## src/rtl/bist_pkg.sv

```systemverilog
// Shared types, default polynomials/seeds and the seed helper for the BIST harness.
// The optional golden-signature comparator is enabled by defining BIST_CMP_EN.
`timescale 1ns/1ps
package bist_pkg;

  typedef enum logic [1:0] {
    ST_IDLE  = 2'd0,
    ST_RUN   = 2'd1,
    ST_FLUSH = 2'd2,
    ST_DONE  = 2'd3
  } bist_state_e;

  localparam logic [7:0]  DEF_LFSR_POLY = 8'hB8;
  localparam logic [7:0]  DEF_LFSR_SEED = 8'h01;
  localparam logic [15:0] DEF_MISR_POLY = 16'hB400;
  localparam logic [15:0] DEF_MISR_SEED = 16'h0000;

  // An all-zero LFSR never leaves zero, so a zero seed is promoted to 1.
  function automatic logic [31:0] sanitize_seed(input logic [31:0] seed);
    return (seed == 32'd0) ? 32'd1 : seed;
  endfunction

endpackage

```

## src/rtl/bist_harness_if.sv

```systemverilog
// Bundle of run-control, core-side and result signals between the BIST harness and its wrapper.
// GOLDEN and PASS exist only when BIST_CMP_EN is defined.
`timescale 1ns/1ps
interface bist_harness_if #(
  parameter int PI_W   = 3,
  parameter int PO_W   = 6,
  parameter int MISR_W = 16,
  parameter int CNT_W  = 16
);
  // Handshake: START is a level request with no ready; it is acted on only at a
  // clock edge where the harness is in IDLE or DONE, and NPAT is captured at that
  // same edge. While BUSY is high START is ignored; DONE is the completion flag.
  logic              START;
  logic [CNT_W-1:0]  NPAT;
  logic [PO_W-1:0]   PO;
  logic [PI_W-1:0]   PI;
  logic              BUSY;
  logic              DONE;
  logic [MISR_W-1:0] SIG;
`ifdef BIST_CMP_EN
  logic [MISR_W-1:0] GOLDEN;
  logic              PASS;

  modport master (output START, NPAT, PO, GOLDEN, input PI, BUSY, DONE, SIG, PASS);
  modport slave  (input START, NPAT, PO, GOLDEN, output PI, BUSY, DONE, SIG, PASS);
`else
  modport master (output START, NPAT, PO, input PI, BUSY, DONE, SIG);
  modport slave  (input START, NPAT, PO, output PI, BUSY, DONE, SIG);
`endif
endinterface

```

## src/rtl/bist_shift_reg.sv

```systemverilog
// Left-shifting LFSR/MISR cell: tap-mask feedback into bit 0, parallel XOR input,
// synchronous load and step enable. nxt is the stepped value of the current state.
`timescale 1ns/1ps
module bist_shift_reg #(
  parameter int           W       = 8,
  parameter logic [W-1:0] POLY    = '0,
  parameter logic [W-1:0] RST_VAL = '0
) (
  input  logic         clk,
  input  logic         rst,
  input  logic         load,
  input  logic [W-1:0] load_val,
  input  logic         en,
  input  logic [W-1:0] din,
  output logic [W-1:0] q,
  output logic [W-1:0] nxt
);

  logic [W-1:0] sr_q;
  logic [W-1:0] sr_d;

  always_comb begin
    nxt  = {sr_q[W-2:0], ^(sr_q & POLY)} ^ din;
    sr_d = sr_q;
    if (load) begin
      sr_d = load_val;
    end else if (en) begin
      sr_d = nxt;
    end
  end

  always_ff @(posedge clk or posedge rst) begin
    if (rst) begin
      sr_q <= RST_VAL;
    end else begin
      sr_q <= sr_d;
    end
  end

  assign q = sr_q;

endmodule

```

## src/rtl/bist_harness.sv

```systemverilog
// BIST harness: PRPG drives core PIs, MISR compacts core POs over NPAT patterns.
// Define BIST_CMP_EN to add the GOLDEN comparator and PASS output.
`timescale 1ns/1ps
module bist_harness
  import bist_pkg::*;
#(
  parameter int                PI_W      = 3,
  parameter int                PO_W      = 6,
  parameter int                LFSR_W    = 8,
  parameter logic [LFSR_W-1:0] LFSR_POLY = DEF_LFSR_POLY,
  parameter logic [LFSR_W-1:0] LFSR_SEED = DEF_LFSR_SEED,
  parameter int                MISR_W    = 16,
  parameter logic [MISR_W-1:0] MISR_POLY = DEF_MISR_POLY,
  parameter int                CNT_W     = 16,
  parameter int                LAT       = 0
) (
  input  logic         CK,
  input  logic         RST,
  bist_harness_if.slave bus,
  output bist_state_e  dbg_state
);

  localparam int                FL_W   = (LAT > 0) ? $clog2(LAT + 1) : 1;
  localparam logic [FL_W-1:0]   LAT_V  = FL_W'(LAT);
  localparam logic [FL_W-1:0]   LAT_M1 = FL_W'((LAT > 0) ? LAT - 1 : 0);
  localparam logic [LFSR_W-1:0] SEED   = LFSR_W'(sanitize_seed(32'(LFSR_SEED)));

  bist_state_e       state_q, state_d;
  logic [CNT_W-1:0]  cnt_q, cnt_d;
  logic [CNT_W-1:0]  npat_q, npat_d;
  logic [FL_W-1:0]   fl_q, fl_d;
  logic [FL_W-1:0]   w_q, w_d;
  logic [PI_W-1:0]   pi_q, pi_d;

  logic              lfsr_load, lfsr_en;
  logic              misr_load, misr_en;
  logic [LFSR_W-1:0] lfsr_q, lfsr_nxt;
  logic [MISR_W-1:0] misr_q, misr_nxt;
  logic              start_ok;
  logic              unused_bits;

  assign start_ok = bus.START && ((state_q == ST_IDLE) || (state_q == ST_DONE));

  // w_q saturates at LAT: the first LAT busy cycles see no valid core response yet.
  always_comb begin
    state_d   = state_q;
    cnt_d     = cnt_q;
    npat_d    = npat_q;
    fl_d      = fl_q;
    w_d       = w_q;
    pi_d      = '0;
    lfsr_load = 1'b0;
    lfsr_en   = 1'b0;
    misr_load = 1'b0;
    misr_en   = 1'b0;
    case (state_q)
      ST_IDLE, ST_DONE: begin
        if (start_ok) begin
          npat_d    = bus.NPAT;
          cnt_d     = '0;
          fl_d      = '0;
          w_d       = '0;
          lfsr_load = 1'b1;
          misr_load = 1'b1;
          if (bus.NPAT == '0) begin
            state_d = ST_DONE;
          end else begin
            state_d = ST_RUN;
            pi_d    = SEED[PI_W-1:0];
          end
        end
      end
      ST_RUN: begin
        lfsr_en = 1'b1;
        misr_en = (w_q == LAT_V);
        if (w_q != LAT_V) w_d = w_q + FL_W'(1);
        if (cnt_q == npat_q - CNT_W'(1)) begin
          state_d = (LAT == 0) ? ST_DONE : ST_FLUSH;
          fl_d    = '0;
        end else begin
          cnt_d = cnt_q + CNT_W'(1);
          pi_d  = lfsr_nxt[PI_W-1:0];
        end
      end
      ST_FLUSH: begin
        misr_en = (w_q == LAT_V);
        if (w_q != LAT_V) w_d = w_q + FL_W'(1);
        if (fl_q == LAT_M1) begin
          state_d = ST_DONE;
        end else begin
          fl_d = fl_q + FL_W'(1);
        end
      end
      default: state_d = ST_IDLE;
    endcase
  end

  always_ff @(posedge CK or posedge RST) begin
    if (RST) begin
      state_q <= ST_IDLE;
      cnt_q   <= '0;
      npat_q  <= '0;
      fl_q    <= '0;
      w_q     <= '0;
      pi_q    <= '0;
    end else begin
      state_q <= state_d;
      cnt_q   <= cnt_d;
      npat_q  <= npat_d;
      fl_q    <= fl_d;
      w_q     <= w_d;
      pi_q    <= pi_d;
    end
  end

  bist_shift_reg #(
    .W       (LFSR_W),
    .POLY    (LFSR_POLY),
    .RST_VAL (SEED)
  ) u_prpg (
    .clk      (CK),
    .rst      (RST),
    .load     (lfsr_load),
    .load_val (SEED),
    .en       (lfsr_en),
    .din      ({LFSR_W{1'b0}}),
    .q        (lfsr_q),
    .nxt      (lfsr_nxt)
  );

  bist_shift_reg #(
    .W       (MISR_W),
    .POLY    (MISR_POLY),
    .RST_VAL ({MISR_W{1'b0}})
  ) u_misr (
    .clk      (CK),
    .rst      (RST),
    .load     (misr_load),
    .load_val ({MISR_W{1'b0}}),
    .en       (misr_en),
    .din      (MISR_W'(bus.PO)),
    .q        (misr_q),
    .nxt      (misr_nxt)
  );

  // PI comes from the PRPG look-ahead, so its state word and the MISR look-ahead are not read here.
  assign unused_bits = ^{lfsr_q, lfsr_nxt, misr_nxt};

  assign bus.PI    = pi_q;
  assign bus.BUSY  = (state_q == ST_RUN) || (state_q == ST_FLUSH);
  assign bus.DONE  = (state_q == ST_DONE);
  assign bus.SIG   = misr_q;
  assign dbg_state = state_q;
`ifdef BIST_CMP_EN
  assign bus.PASS  = (state_q == ST_DONE) && (misr_q == bus.GOLDEN);
`endif

endmodule

```

## src/flat_wrapper.sv

```systemverilog
// flat-port wrapper written by rule: the top's interface ports become plain ports
module bist_harness_flat import bist_pkg::*;
#(
  parameter int                PI_W      = 3,
  parameter int                PO_W      = 6,
  parameter int                LFSR_W    = 8,
  parameter logic [LFSR_W-1:0] LFSR_POLY = DEF_LFSR_POLY,
  parameter logic [LFSR_W-1:0] LFSR_SEED = DEF_LFSR_SEED,
  parameter int                MISR_W    = 16,
  parameter logic [MISR_W-1:0] MISR_POLY = DEF_MISR_POLY,
  parameter int                CNT_W     = 16,
  parameter int                LAT       = 0
)
  (CK, RST, dbg_state, bus_START, bus_NPAT, bus_PO, bus_PI, bus_BUSY, bus_DONE, bus_SIG);
  bist_harness_if #(.PI_W(PI_W), .PO_W(PO_W), .MISR_W(MISR_W), .CNT_W(CNT_W)) bus_i ();
  input  logic CK;
  input  logic RST;
  output bist_state_e dbg_state;
  input wire logic [$bits(bus_i.START)-1:0] bus_START;
  input wire logic [$bits(bus_i.NPAT)-1:0] bus_NPAT;
  input wire logic [$bits(bus_i.PO)-1:0] bus_PO;
  output wire logic [$bits(bus_i.PI)-1:0] bus_PI;
  output wire logic [$bits(bus_i.BUSY)-1:0] bus_BUSY;
  output wire logic [$bits(bus_i.DONE)-1:0] bus_DONE;
  output wire logic [$bits(bus_i.SIG)-1:0] bus_SIG;
  assign bus_i.START = bus_START;
  assign bus_i.NPAT = bus_NPAT;
  assign bus_i.PO = bus_PO;
  assign bus_PI = bus_i.PI;
  assign bus_BUSY = bus_i.BUSY;
  assign bus_DONE = bus_i.DONE;
  assign bus_SIG = bus_i.SIG;
  bist_harness #(.PI_W(PI_W), .PO_W(PO_W), .LFSR_W(LFSR_W), .LFSR_POLY(LFSR_POLY), .LFSR_SEED(LFSR_SEED), .MISR_W(MISR_W), .MISR_POLY(MISR_POLY), .CNT_W(CNT_W), .LAT(LAT)) u_core (.CK(CK), .RST(RST), .bus(bus_i), .dbg_state(dbg_state));
endmodule
```

## config.mk

```make
export PLATFORM = sky130hd
export DESIGN_NAME = bist_harness_flat
export DESIGN_NICKNAME = d
export VERILOG_FILES = /design/src/rtl/bist_pkg.sv /design/src/rtl/bist_harness_if.sv /design/src/rtl/bist_shift_reg.sv /design/src/rtl/bist_harness.sv /design/src/flat_wrapper.sv
export SDC_FILE = /design/constraint.sdc
export NUM_CORES = 1
export LEC_CHECK = 0
export ABC_AREA = 1
export CAP_MARGIN = 20
export CORE_MARGIN = 5
export CORE_UTILIZATION = 25
export CTS_CLUSTER_SIZE = 24
export DETAILED_ROUTE_END_ITERATION = 12
export PLACE_DENSITY = 0.48
export SETUP_SLACK_MARGIN = 0.15
export SLEW_MARGIN = 20
export SYNTH_ARGS = -nofsm -noshare
export SYNTH_HDL_FRONTEND = slang
export SYNTH_SLANG_ARGS = --single-unit
```

## constraint.sdc

```tcl
create_clock -name CK -period 2.3 [get_ports CK]
set_input_delay 0.46 -clock CK [delete_from_list [all_inputs] [get_ports CK]]
set_output_delay 0.46 -clock CK [all_outputs]
set_load 0.01 [all_outputs]
```

==> impl_metrics.csv <==
group,metric,value,unit
floorplanning,num_rows,44,
setup_path,path_cells,"inv_2 -> ha_4 -> buf_4 -> nand2_2 -> nand2_1 -> nand2_1 -> nand2_1 -> nand3_1 -> nor3_4 -> nand3_4 -> nand3_4 -> buf_12 -> nand3_1 -> nand2_1",
synth,synth_cells,477,
floorplanning,die_x,132,um
power,peakVddDrop,0.000641,V
synth,synth_compound_area_frac,0.0874,
layout,diodes,0,
hold_path,hp-class,"primary input to asynchronous set/reset pin",
clocking,clk_path_buf_depth,2,
synth,yosys.area_share.xor_xnor,0.0864,
timing,finClkSkew,0.00365,ns
layout,nNetsFinal,574,
setup_path,crit_path_frequent_cell,"nand2_1",
synth,synth_mux_area_frac,0,
synth,synth-simple-area-share,0.315,
synth,ys_types,31,
placement,gp_congestion,0.839,
clocking,numClockSinks,61,
clocking,path_clk_slew,0.06,ns
clocking,cts_hold_buf,0,
drt,route.vias.total,3294,
setup_path,worst-path-buf-inv,3,
global_routing,grtUsageTotal,0.116,
floorplanning,boundaryPins,48,
layout,drive_above_1_share,0.180,
synth,synth-seq-cells,61,
timing,slew_headroom,0.659,
setup_path,critical_path_class,"register to register",
drt,dr.pass1.iters,4,
timing,min_period_over_period,0.897,
synth,synth_edf_count,0,
synth,yosysSeqAreaShare,0.407,
floorplanning,die_h,132,um
synth,synth_warnings,0,
synth,synth_top_cells_by_count,"138 x nand2_1, 60 x dfrtp_1, 46 x inv_1",
timing,tns,0,ns
floorplanning,die-area,0.0175,mm2
run_status,outcome,"finished, final reports clean",
layout,multiInputGateArea,0.00194,mm2
timing,rsz0062_at_grt,"no",
timing,tightest_slew,0.506,ns
synth,netlist.area_leader.share,0.400,
floorplanning,core-area,0.0146,mm2
clocking,h-tree-depth,3,
setup_path,crit_required,2.57,ns
clocking,tritoncts,"done",
synth,post-synth-top-count-cell,"nand2_1",
timing,clock.fmax,485,MHz
global_routing,grt_overflow,0,
synth,synth_top_family_by_area,"simple AND/OR/NAND/NOR gates",
layout,seq_area,0.00153,mm2
timing,min_period,2.06,ns
power,p_per_area,734,mW/mm2
drt,drtIter0Drc,173,
clocking,root_buffer,"clkbuf_16",
timing,hold_viol,0,
layout,num-fill-cells,1509,
power,p_total,3.69,mW
synth,synth_area,0.00375,mm2
setup_path,cp-end-kind,"register",
placement,dp_hpwl,7.21,mm
drt,drcViolationCount,0,
synth,synth_area_leaders,"dfrtp_1 40%, nand2_1 14%, xnor2_1 4.9%, inv_1 4.6%, nor2_1 3.8%",
power,p_leak,2.36,nW
synth,yosysTopAreaCell,"dfrtp_1",
setup_path,crit_family,"simple AND/OR/NAND/NOR gates",
timing,setup_violations,0,
drt,ant_nets,0,
global_routing,grt_max_degree,27,
synth,synth_fa_ha_area_frac,0.0167,
timing,slew_viol_final,0,
setup_path,critPathMaxFanout,7,
clocking,cts_buffers,9,
drt,vias_per_cell,4.49,
floorplanning,start_util,0.256,
layout,area_delta_synth_final,34.0,%
global_routing,first_global_vias,3420,
setup_path,arrival,2.34,ns
synth,syn_avg_cell_area,7.86,um2
global_routing,grt_pass1_wl,16.6,mm
drt,wl,9.93,mm
synth,synthArstFlopShare,1.00,
clocking,clk_latency,0.33,ns
synth,yosys_most_used_dff,"dfrtp_1",
drt,routedWlPerCell,13.5,um
synth,synth_nets,507,
run,max-cap-violations,0,
global_routing,antenna_found_initial,0,
setup_path,critPathLaunchType,"register",
placement,io_buffers,47,
setup_path,slowest_stage,"dfrtp_1",
setup_path,cpPeakStageDelay,0.40,ns
[layer usage]
metal | wire length [um] | GRT usage | vias up
li1 | - | - | 1667
met1 | 4700 | 0.150 | 1546
met2 | 4590 | 0.180 | 71
met3 | 481 | 0.0429 | 10
met4 | 149 | 0.0346 | 0
met5 | 0 | 0 | -
[what timing repair did]
item | 4_1_cts | 5_1_grt
setup buffers | 1 | 14
resized for setup | 2 | 17
endpoints found under the setup margin | 1 | 17
pin swaps | 0 | 10
gates cloned | 0 | 2
[cells in the final DEF (no fill, tap or decap), types with 2 or more instances in the layout]
master,n
inv_6,2
ha_1,4
nand4_1,6
nand2_2,6
nor4_1,4
nor2_2,6
dfrtp_1,57
buf_4,25
xnor2_1,21
nand3_2,14
nand3_1,20
clkdlybuf4s50_1,46
xor2_1,16
nand3b_1,6
buf_12,3
nor3_1,2
clkbuf_16,10
nor2_1,36
o2111ai_1,14
bufinv_16,3
o21ai_0,23
inv_2,11
o22ai_1,10
nand3_4,3
nor2_4,6
nand2_1,135
a21oi_1,3
dfrtp_2,3
inv_1,43
[final cells by class]
type / count / share of cell area
multi-input combinational: 340 / 0.387
tap: 184 / 0.0458
inverter: 54 / 0.0403
sequential: 61 / 0.305
clock inverter: 7 / 0.0242
clock buffer: 9 / 0.0448
timing repair buffer: 78 / 0.153
[power breakdown]
part           internal (mW)  switching [mW]  total (mW)
clock network           1.06           0.515        1.58
logic                  0.443           0.309       0.752
registers               1.22           0.133        1.36
[kinds of logic (layout without fill, tap and decap cells)]
logic type                 after synthesis  in the layout
AOI/OAI and AO/OA                       52             52
adders and majority gates                5              5
and+or+nand+nor                        245            246
xor gates and xnor gates                37             37
buffers and inverters                   77            148
DFF                                     61             61
[path summary, 6_finish.rpt]
path	startpoint	to	slack, ns	cells after the start
worst max-delay path	u_core.npat_q[1]	u_core.cnt_q[12]	0.24	14
worst min-delay path	RST	u_core.cnt_q[2]	0.49	2
worst max register to register	u_core.npat_q[1]	u_core.cnt_q[12]	0.24	14
worst min register to register	u_core.dbg_state[0]	u_core.dbg_state[0]	0.49	2
max in group asynchronous	RST	u_core.u_prpg.q[0]	1.25	3
min in group CK	u_core.dbg_state[0]	u_core.dbg_state[0]	0.49	2
[through the flow]
step	hold slack [ns]	cell area [um2]	std cells	setup WS, ns	util
finish	0.487	5020	733	0.236	0.343
CTS	0.505	4820	717	0.154	0.329
detailed placement	0.502	4460	700	0.188	0.305
global route	0.511	5020	733	0.122	0.343
floorplan	0.469	3750	477	0.329	-
global placement	0.492	4460	700	0.234	0.305
[registers in the layout (all words and copies together), names as in the netlist]
| name | count |
|---|---|
| u_core.bus.PI | 3 |
| u_core.npat_q | 16 |
| u_core.dbg_state | 2 |
| u_core.cnt_q | 16 |
| u_core.u_misr.q | 16 |
| u_core.u_prpg.q | 8 |
[worst reg2reg max path, stage by stage (launching register included)]
cell and delay (ns):
dfrtp_1 0.40, inv_2 0.09, ha_4 0.15, buf_4 0.11, nand2_2 0.07, nand2_1 0.06
nand2_1 0.04, nand2_1 0.06, nand3_1 0.11, nor3_4 0.24, nand3_4 0.20, nand3_4 0.19
buf_12 0.13, nand3_1 0.06, nand2_1 0.08
Power figures use the tool's default switching activity.
